File: src/rtl/parking_session_ctrl_if.sv
// Bundle between the gate/keypad front end, the parking session controller and the
// billing/display logic.
//   slave  : controller side. It takes in the token, request, confirm, time and release
//            inputs, and drives the grant, deny, slot, occupancy and lock status outputs.
//   master : front-end/billing side. It is the mirror image of slave.
interface parking_session_ctrl_if #(
  parameter int unsigned TokenW = 3,
  parameter int unsigned TimeW  = 8,
  parameter int unsigned Slots  = 4
) ();
  localparam int unsigned SlotW = (Slots > 1) ? $clog2(Slots) : 1;

  logic [TokenW-1:0]  system_token;
  logic               request;
  logic               confirm;
  logic [TokenW-1:0]  user_token;
  logic [TimeW-1:0]   time_data;
  logic               release_valid;
  logic [SlotW-1:0]   release_slot;
  logic [TimeW/2-1:0] data_q;
  logic [TimeW/2-1:0] data_p;
  logic               grant;
  logic [SlotW-1:0]   slot_id;
  logic [Slots-1:0]   occupancy;
  logic               full;
  logic               deny;
  logic               locked;

  modport slave (
    input  system_token, request, confirm, user_token, time_data, release_valid, release_slot,
    output data_q, data_p, grant, slot_id, occupancy, full, deny, locked
  );

  modport master (
    output system_token, request, confirm, user_token, time_data, release_valid, release_slot,
    input  data_q, data_p, grant, slot_id, occupancy, full, deny, locked
  );
endinterface

File: src/rtl/parking_session_ctrl.sv
// Multi-slot parking session controller.
// The controller authenticates a driver token and captures the entry time. It then
// allocates the lowest free slot and tracks slot occupancy. After MaxTries consecutive
// bad tokens it locks out for LockCyc cycles.
// Ports:
//   clk_i   rising-edge clock
//   rst_ni  asynchronous active-low reset
//   bus_io  slave modport of parking_session_ctrl_if. It carries these groups:
//           - token, request and confirm inputs
//           - time data and slot release inputs
//           - grant, deny, slot, occupancy, full and locked outputs
module parking_session_ctrl #(
  parameter int unsigned TokenW   = 3,
  parameter int unsigned TimeW    = 8,
  parameter int unsigned Slots    = 4,
  parameter int unsigned MaxTries = 3,
  parameter int unsigned LockCyc  = 16
) (
  input logic                   clk_i,
  input logic                   rst_ni,
  parking_session_ctrl_if.slave bus_io
);
  localparam int unsigned SlotW = (Slots > 1) ? $clog2(Slots) : 1;
  localparam int unsigned HalfW = TimeW / 2;
  localparam int unsigned FailW = $clog2(MaxTries + 1);
  localparam int unsigned LockW = $clog2(LockCyc + 1);

  typedef enum logic [2:0] {StIdle, StAuth, StTime, StGrant, StLock} state_e;

  state_e             state_q, state_d;
  logic [FailW-1:0]   fail_q, fail_d, fail_inc;
  logic [LockW-1:0]   lock_q, lock_d;
  logic [Slots-1:0]   occ_q, occ_d;
  logic [SlotW-1:0]   slot_q, slot_d;
  logic [HalfW-1:0]   hi_q, hi_d, lo_q, lo_d;
  logic               deny_q, deny_d;

  logic [TokenW-1:0]  user_tok, sys_tok;
  logic               full;
  logic               alloc;
  logic [SlotW-1:0]   free_idx;
  logic [Slots-1:0]   rel_mask;
  logic [Slots-1:0]   alloc_mask;

  assign user_tok = bus_io.user_token;
  assign sys_tok  = bus_io.system_token;
  assign full     = &occ_q;

  // Lowest-numbered free slot in the pre-edge occupancy. The value is only used when !full.
  always_comb begin
    free_idx = '0;
    for (int i = int'(Slots) - 1; i >= 0; i--) begin
      if (!occ_q[i]) free_idx = SlotW'(i);
    end
  end

  // An out-of-range release slot matches no bit, so it has no effect.
  always_comb begin
    rel_mask = '0;
    for (int i = 0; i < int'(Slots); i++) begin
      if (bus_io.release_valid && (bus_io.release_slot == SlotW'(i))) rel_mask[i] = 1'b1;
    end
  end

  assign fail_inc = (fail_q == FailW'(MaxTries)) ? fail_q : fail_q + 1'b1;

  // State register
  always_ff @(posedge clk_i or negedge rst_ni) begin
    if (!rst_ni) begin
      state_q <= StIdle;
      fail_q  <= '0;
      lock_q  <= '0;
      occ_q   <= '0;
      slot_q  <= '0;
      hi_q    <= '0;
      lo_q    <= '0;
      deny_q  <= 1'b0;
    end else begin
      state_q <= state_d;
      fail_q  <= fail_d;
      lock_q  <= lock_d;
      occ_q   <= occ_d;
      slot_q  <= slot_d;
      hi_q    <= hi_d;
      lo_q    <= lo_d;
      deny_q  <= deny_d;
    end
  end

  // Next-state and counter logic
  always_comb begin
    state_d = state_q;
    fail_d  = fail_q;
    lock_d  = lock_q;
    deny_d  = 1'b0;
    alloc   = 1'b0;
    case (state_q)
      StIdle: begin
        if (bus_io.request) state_d = StAuth;
      end
      StAuth: begin
        if (!bus_io.request) begin
          state_d = StIdle;
        end else if (bus_io.confirm) begin
          if (user_tok == sys_tok) begin
            state_d = StTime;
            fail_d  = '0;
          end else begin
            deny_d = 1'b1;
            fail_d = fail_inc;
            if (fail_inc == FailW'(MaxTries)) begin
              state_d = StLock;
              lock_d  = '0;
            end
          end
        end
      end
      StTime: begin
        if (!bus_io.request) begin
          state_d = StIdle;
        end else if (bus_io.confirm) begin
          // Full is judged on pre-edge occupancy, so a same-cycle release does not help.
          if (full) begin
            deny_d  = 1'b1;
            state_d = StIdle;
          end else begin
            alloc   = 1'b1;
            state_d = StGrant;
          end
        end
      end
      StGrant: begin
        state_d = StIdle;
      end
      StLock: begin
        if (lock_q == LockW'(LockCyc - 1)) begin
          state_d = StIdle;
          lock_d  = '0;
          fail_d  = '0;
        end else begin
          lock_d = lock_q + 1'b1;
        end
      end
      default: state_d = StIdle;
    endcase
  end

  // Occupancy and grant datapath. The allocated bit is free pre-edge, so it never clashes
  // with a bit being released.
  always_comb begin
    alloc_mask = alloc ? (Slots'(1) << free_idx) : '0;
    occ_d      = (occ_q & ~rel_mask) | alloc_mask;
    slot_d     = alloc ? free_idx : slot_q;
    hi_d       = alloc ? bus_io.time_data[TimeW-1:HalfW] : hi_q;
    lo_d       = alloc ? bus_io.time_data[HalfW-1:0] : lo_q;
  end

  // Outputs
  always_comb begin
    bus_io.grant     = (state_q == StGrant);
    bus_io.locked    = (state_q == StLock);
    bus_io.deny      = deny_q;
    bus_io.slot_id   = slot_q;
    bus_io.occupancy = occ_q;
    bus_io.full      = full;
    bus_io.data_q    = hi_q;
    bus_io.data_p    = lo_q;
  end
endmodule

File: src/flat_wrapper.sv
// flat-port wrapper written by rule: the top's interface ports become plain ports
module parking_session_ctrl_flat 
#(
  parameter int unsigned TokenW   = 3,
  parameter int unsigned TimeW    = 8,
  parameter int unsigned Slots    = 4,
  parameter int unsigned MaxTries = 3,
  parameter int unsigned LockCyc  = 16
)
  (clk_i, rst_ni, bus_io_system_token, bus_io_request, bus_io_confirm, bus_io_user_token, bus_io_time_data, bus_io_release_valid, bus_io_release_slot, bus_io_data_q, bus_io_data_p, bus_io_grant, bus_io_slot_id, bus_io_occupancy, bus_io_full, bus_io_deny, bus_io_locked);
  parking_session_ctrl_if #(.TokenW(TokenW), .TimeW(TimeW), .Slots(Slots)) bus_io_i ();
  input logic clk_i;
  input logic rst_ni;
  input wire logic [$bits(bus_io_i.system_token)-1:0] bus_io_system_token;
  input wire logic [$bits(bus_io_i.request)-1:0] bus_io_request;
  input wire logic [$bits(bus_io_i.confirm)-1:0] bus_io_confirm;
  input wire logic [$bits(bus_io_i.user_token)-1:0] bus_io_user_token;
  input wire logic [$bits(bus_io_i.time_data)-1:0] bus_io_time_data;
  input wire logic [$bits(bus_io_i.release_valid)-1:0] bus_io_release_valid;
  input wire logic [$bits(bus_io_i.release_slot)-1:0] bus_io_release_slot;
  output wire logic [$bits(bus_io_i.data_q)-1:0] bus_io_data_q;
  output wire logic [$bits(bus_io_i.data_p)-1:0] bus_io_data_p;
  output wire logic [$bits(bus_io_i.grant)-1:0] bus_io_grant;
  output wire logic [$bits(bus_io_i.slot_id)-1:0] bus_io_slot_id;
  output wire logic [$bits(bus_io_i.occupancy)-1:0] bus_io_occupancy;
  output wire logic [$bits(bus_io_i.full)-1:0] bus_io_full;
  output wire logic [$bits(bus_io_i.deny)-1:0] bus_io_deny;
  output wire logic [$bits(bus_io_i.locked)-1:0] bus_io_locked;
  assign bus_io_i.system_token = bus_io_system_token;
  assign bus_io_i.request = bus_io_request;
  assign bus_io_i.confirm = bus_io_confirm;
  assign bus_io_i.user_token = bus_io_user_token;
  assign bus_io_i.time_data = bus_io_time_data;
  assign bus_io_i.release_valid = bus_io_release_valid;
  assign bus_io_i.release_slot = bus_io_release_slot;
  assign bus_io_data_q = bus_io_i.data_q;
  assign bus_io_data_p = bus_io_i.data_p;
  assign bus_io_grant = bus_io_i.grant;
  assign bus_io_slot_id = bus_io_i.slot_id;
  assign bus_io_occupancy = bus_io_i.occupancy;
  assign bus_io_full = bus_io_i.full;
  assign bus_io_deny = bus_io_i.deny;
  assign bus_io_locked = bus_io_i.locked;
  parking_session_ctrl #(.TokenW(TokenW), .TimeW(TimeW), .Slots(Slots), .MaxTries(MaxTries), .LockCyc(LockCyc)) u_core (.clk_i(clk_i), .rst_ni(rst_ni), .bus_io(bus_io_i));
endmodule
File: config.mk
export PLATFORM = sky130hd
export DESIGN_NAME = parking_session_ctrl_flat
export DESIGN_NICKNAME = d
export VERILOG_FILES = /design/src/rtl/parking_session_ctrl_if.sv /design/src/rtl/parking_session_ctrl.sv /design/src/flat_wrapper.sv
export SDC_FILE = /design/constraint.sdc
export NUM_CORES = 1
export LEC_CHECK = 0
export CAP_MARGIN = 10
export CORE_ASPECT_RATIO = 0.5
export CORE_MARGIN = 3
export CORE_UTILIZATION = 31
export CTS_BUF_LIST = sky130_fd_sc_hd__clkbuf_8
export DETAILED_ROUTE_END_ITERATION = 6
export SLEW_MARGIN = 20
export SYNTH_ARGS = -nofsm -noshare
export SYNTH_HDL_FRONTEND = slang
export SYNTH_SLANG_ARGS = --single-unit
export TNS_END_PERCENT = 5
File: constraint.sdc
create_clock -name clk_i -period 1.5 [get_ports clk_i]
set_input_delay 0.3 -clock clk_i [delete_from_list [all_inputs] [get_ports clk_i]]
set_output_delay 0.3 -clock clk_i [all_outputs]
set_load 0.02 [all_outputs]
== Word-level counts from Yosys, hierarchy flattened ==
Index checks and enable logic that the tools add are counted.
W data, S select, Z words.
Operators by class
  bitwise gates (word level): 3
  reductions and logical operators: 11
  shift operators: 1
  add/sub/neg operators: 2
  mux-type cells: 42
  equality and inequality tests: 20
Operator list (count)
  $mux W5: 5
  $mux W3: 8
  $mux W2: 10
  $mux W1: 14
  $pmux W3 S4: 1
  $pmux W5 S2: 1
  $reduce_and A5 Y1: 2
  $eq A2 B2 Y1 const B: 4
  $ne A2 B2 Y1 const B: 4
  $reduce_and A4 Y1: 2
  $eq A3 B2 Y1 const B: 2
  $ne A3 B3 Y1 const B: 2
  $add A5 B1 Y5 const B: 1
  $eq A5 B4 Y1 const B: 1
  $and A4 B4 Y4: 1
  $logic_and A1 B1 Y1: 4
  $mux W4: 1
  $ne A2 B1 Y1 const B: 2
  $ne A4 B2 Y1 const B: 1
  $not A4 Y4: 1
  $or A4 B4 Y4: 1
  $pmux W2 S2: 1
  $shl A1 B2 Y4 const A: 1
  $eq A3 B1 Y1 const B: 1
  other kinds (8): 8
Word-level totals
  register bits after elaboration: 25
  output and inout bits: 18
  word-level logic and storage cells: 87
  input port bits: 21

== Longest topological paths before layout ==
  depth after elaboration: 8
  gate-level depth with buffers: 6

== Worst setup path before layout ==
No wires, ideal clock.
  path type: register to register
  from: register u_core.state_q[2]
  to: register u_core.state_q[0]
  cell stages (with the launch flop): 7
  required time: 1.372 ns
  setup slack: -0.041 ns
  path buffers: 0
  arrival: 1.414 ns
  library setup time: 0.128 ns
  path through: dfrtp_1 > inv_2 > or3_4 > clkinv_4 > nand2_4 > o221ai_1 > mux2_1
Between the ends
  cells in the longest elaborated chain, start to end: 3
  elaborated cells on any way between the ends: 11
RTL lines
  from (decl): RTL line parking_session_ctrl.sv:30  | state_e state_q, state_d;
  from (signal assigned): RTL line parking_session_ctrl.sv:70  | state_q <= StIdle;
  from (signal assigned): RTL line parking_session_ctrl.sv:79  | state_q <= state_d;
  $eq A3 B3 Y1 (*)
  via bus_io_locked: RTL line flat_wrapper.sv:28  | output wire logic [$bits(bus_io_i.locked)-1:0] bus_io_locked;
  $ne A2 B1 Y1 (no line)
  $reduce_and A5 Y1 (no line)
The timed path passes the listed nets; every way through them passes the cells marked *.
A chain may end at the register's enable or synchronous reset.

== Worst setup path in the final report ==
  from: register u_core.state_q[2]
  to: register u_core.state_q[0]
Between the ends
  cells in the longest elaborated chain, start to end: 3
  elaborated cells on any way between the ends: 11
RTL lines
  $eq A3 B1 Y1, or another cell as far along: RTL line parking_session_ctrl.sv:97  | case (state_q)
  $ne A4 B2 Y1 (no line), or another cell as far along
  $reduce_and A5 Y1 (no line)
Several ways; a longest one is shown, not always the timed one.

==> impl_metrics.tcl <==
set metrics [dict create \
    status "finished with violations" \
    violations "negative setup slack" \
    max_freq_ghz 0.643 \
    cts_tree "built" \
    fillerInstances 350 \
    routed_wl_um 3050 \
    post-route-min-period_ps 1560 \
    clkTransAtPathRegs_ps 80 \
    ys_warn_count 0 \
    clock-sinks 25 \
    n_antenna_cell 0 \
    fp-row-count 15 \
    first_pass_iters 4 \
    relSlewSlack_pct 78.9 \
    dieWidth_um 97.6 \
    rsz0062_at_grt "yes" \
    netlist-cell-type-count 47 \
    grt_start_max_net_pins 26 \
    hold_viol 0 \
    ys_seq_area_share_pct 48.1 \
    synth-seq-cells 25 \
    drt-initial-drc-count 13 \
    reg2reg_from "u_core.state_q[2]" \
    hpwl_um 2380 \
    slew_viol_final 0 \
    synth_edf_count 0 \
    r2r_cells 5 \
    final.setup.tns_ps -123 \
    cp_max_fo 7 \
    grt-ovfl-total 0 \
    track_usage_pct 12.2 \
    grt_pass1_wl_um 4900 \
    syn_avg_cell_area_um2 10.8 \
    grt_pass1_vias 1104 \
    cp.arrival_ps 1710 \
    die_area_mm2 0.00505 \
    wire_per_inst_um 12.9 \
    timing.rr.end "u_core.state_q[0]" \
    antenna_found_initial 0 \
    worstPathRequired_ps 1660 \
    finalWorstSetupSlack_ps -55.2 \
    num_vias 1165 \
    setup_viol_count_final 4 \
    drive_above_1_share_pct 28.6 \
    viasPerCell 4.94 \
    coreArea_mm2 0.00372 \
    cap_violations 0 \
    fin_nets 208 \
    num_io_pins 39 \
    cts_root_buf "clkbuf_8" \
    synthesis.area_mm2 0.00130 \
    die_h_um 51.8 \
    worst_skew_pair.late_latency_ps 270 \
    fin_worst_skew_ps 4.07 \
    r2r_slack_ps -60 \
    synth_fp_nets 142 \
    ys_async_sr_fraction_pct 100 \
    place.gp.congestion 0.837 \
    endpoint_kind "flop" \
    hp-class "input port to async pin" \
    power_density_mw_per_mm2 1460 \
    critical_path_class "flop to flop" \
    peakVddDrop_uv 554 \
    worstSetupStartpointType "flop" \
    placement.io_buffers 38 \
    cts_buffers 3 \
    timing.final.crit_share_pct 104 \
    final_antenna_net_count 0 \
    drc_errors 0 \
    cts_hold_buf 0 \
    syn_inst 120 \
    power_mw 2.94 \
    clock_path_buffers 2 \
    total_leakage_power_nw 1.01 \
    start_util_pct 35.0 \
    htree_levels 1 \
    synth_ff_type "dfrtp_1" \
    tightest_slew_ps 317 \
    area_growth_pct 55.3 \
]
-- cells by family (layout without fill, tap and decap cells) --
family                   after synthesis  count (layout)  synth area share (%)
multiplexers                          10              10                  8.57
buffers and inverters                 12              77                  4.14
AO/OA/AOI/OAI                         35              35                  19.2
flip-flops                            25              25                  48.1
adder cells (fa/ha/maj)                1               1                 0.962
XOR/XNOR                               5               5                  3.37
AND/OR/NAND/NOR                       32              32                  15.7
-- worst max-delay path by stage --
stage                           start           endpoint  slack [ps]  depth (start not counted)
global placement       bus_io_request  u_core.state_q[0]        -330                          6
floorplan            u_core.lock_q[0]   u_core.fail_q[1]          10                          5
detailed placement     bus_io_request  u_core.state_q[0]        -380                          6
global route        u_core.state_q[0]  u_core.state_q[0]        -100                          5
finish              u_core.state_q[2]  u_core.state_q[0]         -60                          5
CTS                 u_core.state_q[1]  u_core.state_q[0]        -130                          5
-- placed cells by master (no fill, tap or decap), types with 4 or more instances in the layout --
cell / synthesis / routed
nand3_1: 4 / 4
a21oi_1: 6 / 6
dfrtp_1: 25 / 25
mux2_1: 9 / 8
buf_6: 0 / 4
inv_1: 6 / 6
o21ai_1: 5 / 5
dlygate4sd2_1: 0 / 15
clkdlybuf4s50_1: 0 / 19
nand2_1: 7 / 7
buf_4: 0 / 23
-- per-stage QoR --
step | hold WS [ps] | cells | instance area [um2] | worst slack, ps | utilization, %
floorplan | 4.41 | 120 | 1300 | 12.5 | -
global placement | 467 | 230 | 1910 | -332 | 51.4
detailed placement | 483 | 230 | 1910 | -381 | 51.4
CTS | 389 | 234 | 1950 | -131 | 52.4
global route | 404 | 236 | 2020 | -105 | 54.3
finish | 377 | 236 | 2020 | -55.2 | 54.3
-- registers in the layout (all words and copies together) (netlist names) --
name,flops
u_core.bus_io.data_p,4
u_core.bus_io.data_q,4
u_core.bus_io.deny,1
u_core.bus_io.occupancy,4
u_core.bus_io.slot_id,2
u_core.fail_q,2
u_core.lock_q,5
u_core.state_q,3
-- synthesized netlist by cell type, drive strengths merged (2+ instances only) --
cell / instances / area [um2]
nand4b: 2 / 23.8
o31ai: 2 / 15.0
a21boi: 2 / 15.0
nor3: 3 / 15.0
a21oi: 6 / 30.0
o21ai: 8 / 40.0
nor2: 2 / 7.51
xor2: 4 / 35.0
nand2: 8 / 37.5
or3: 2 / 17.5
mux2: 9 / 101
nand3: 5 / 30.0
and2: 2 / 12.5
clkinv: 2 / 12.5
nor2b: 2 / 12.5
buf: 3 / 15.0
a22oi: 2 / 15.0
a31oi: 2 / 12.5
a41oi: 3 / 26.3
dfrtp: 25 / 626
inv: 7 / 26.3
-- power breakdown --
| group | total [mW] | switching (mW) | internal (mW) |
|---|---|---|---|
| Combinational | 1.49 | 0.728 | 0.767 |
| Sequential | 1.04 | 0.147 | 0.896 |
| Clock | 0.402 | 0.213 | 0.188 |
| Total | 2.94 | 1.09 | 1.85 |
-- cell type report --
cell class	instances	area (um2)	share of cell area, %
Sequential cell	25	626	31.0
Inverter	9	38.8	1.92
Clock inverter	1	7.51	0.372
Multi-Input combinational cell	83	681	33.7
Tap cell	51	63.8	3.16
Clock buffer	3	41.3	2.04
Timing Repair Buffer	64	562	27.8
-- critical path, cell delays in order, from the launching register on --
cell and delay (ps):
dfrtp_1 410, buf_6 140, and4bb_2 330, o31ai_2 80, o221ai_2 160, mux2_4 320
-- per-layer routing --
metal	track usage [%]	share of wire [%]
met4	4.14	1.1
met5	0	0
met1	14.1	45
met3	3.48	4.0
met2	22.3	50
-- repair_timing --
item                       in CTS  in global routing
gates resized for setup        31                 15
pin swaps                       0                  5
setup endpoints to repair      31                 22
buffers inserted                0                  2
(Power assumes the default switching activity.)
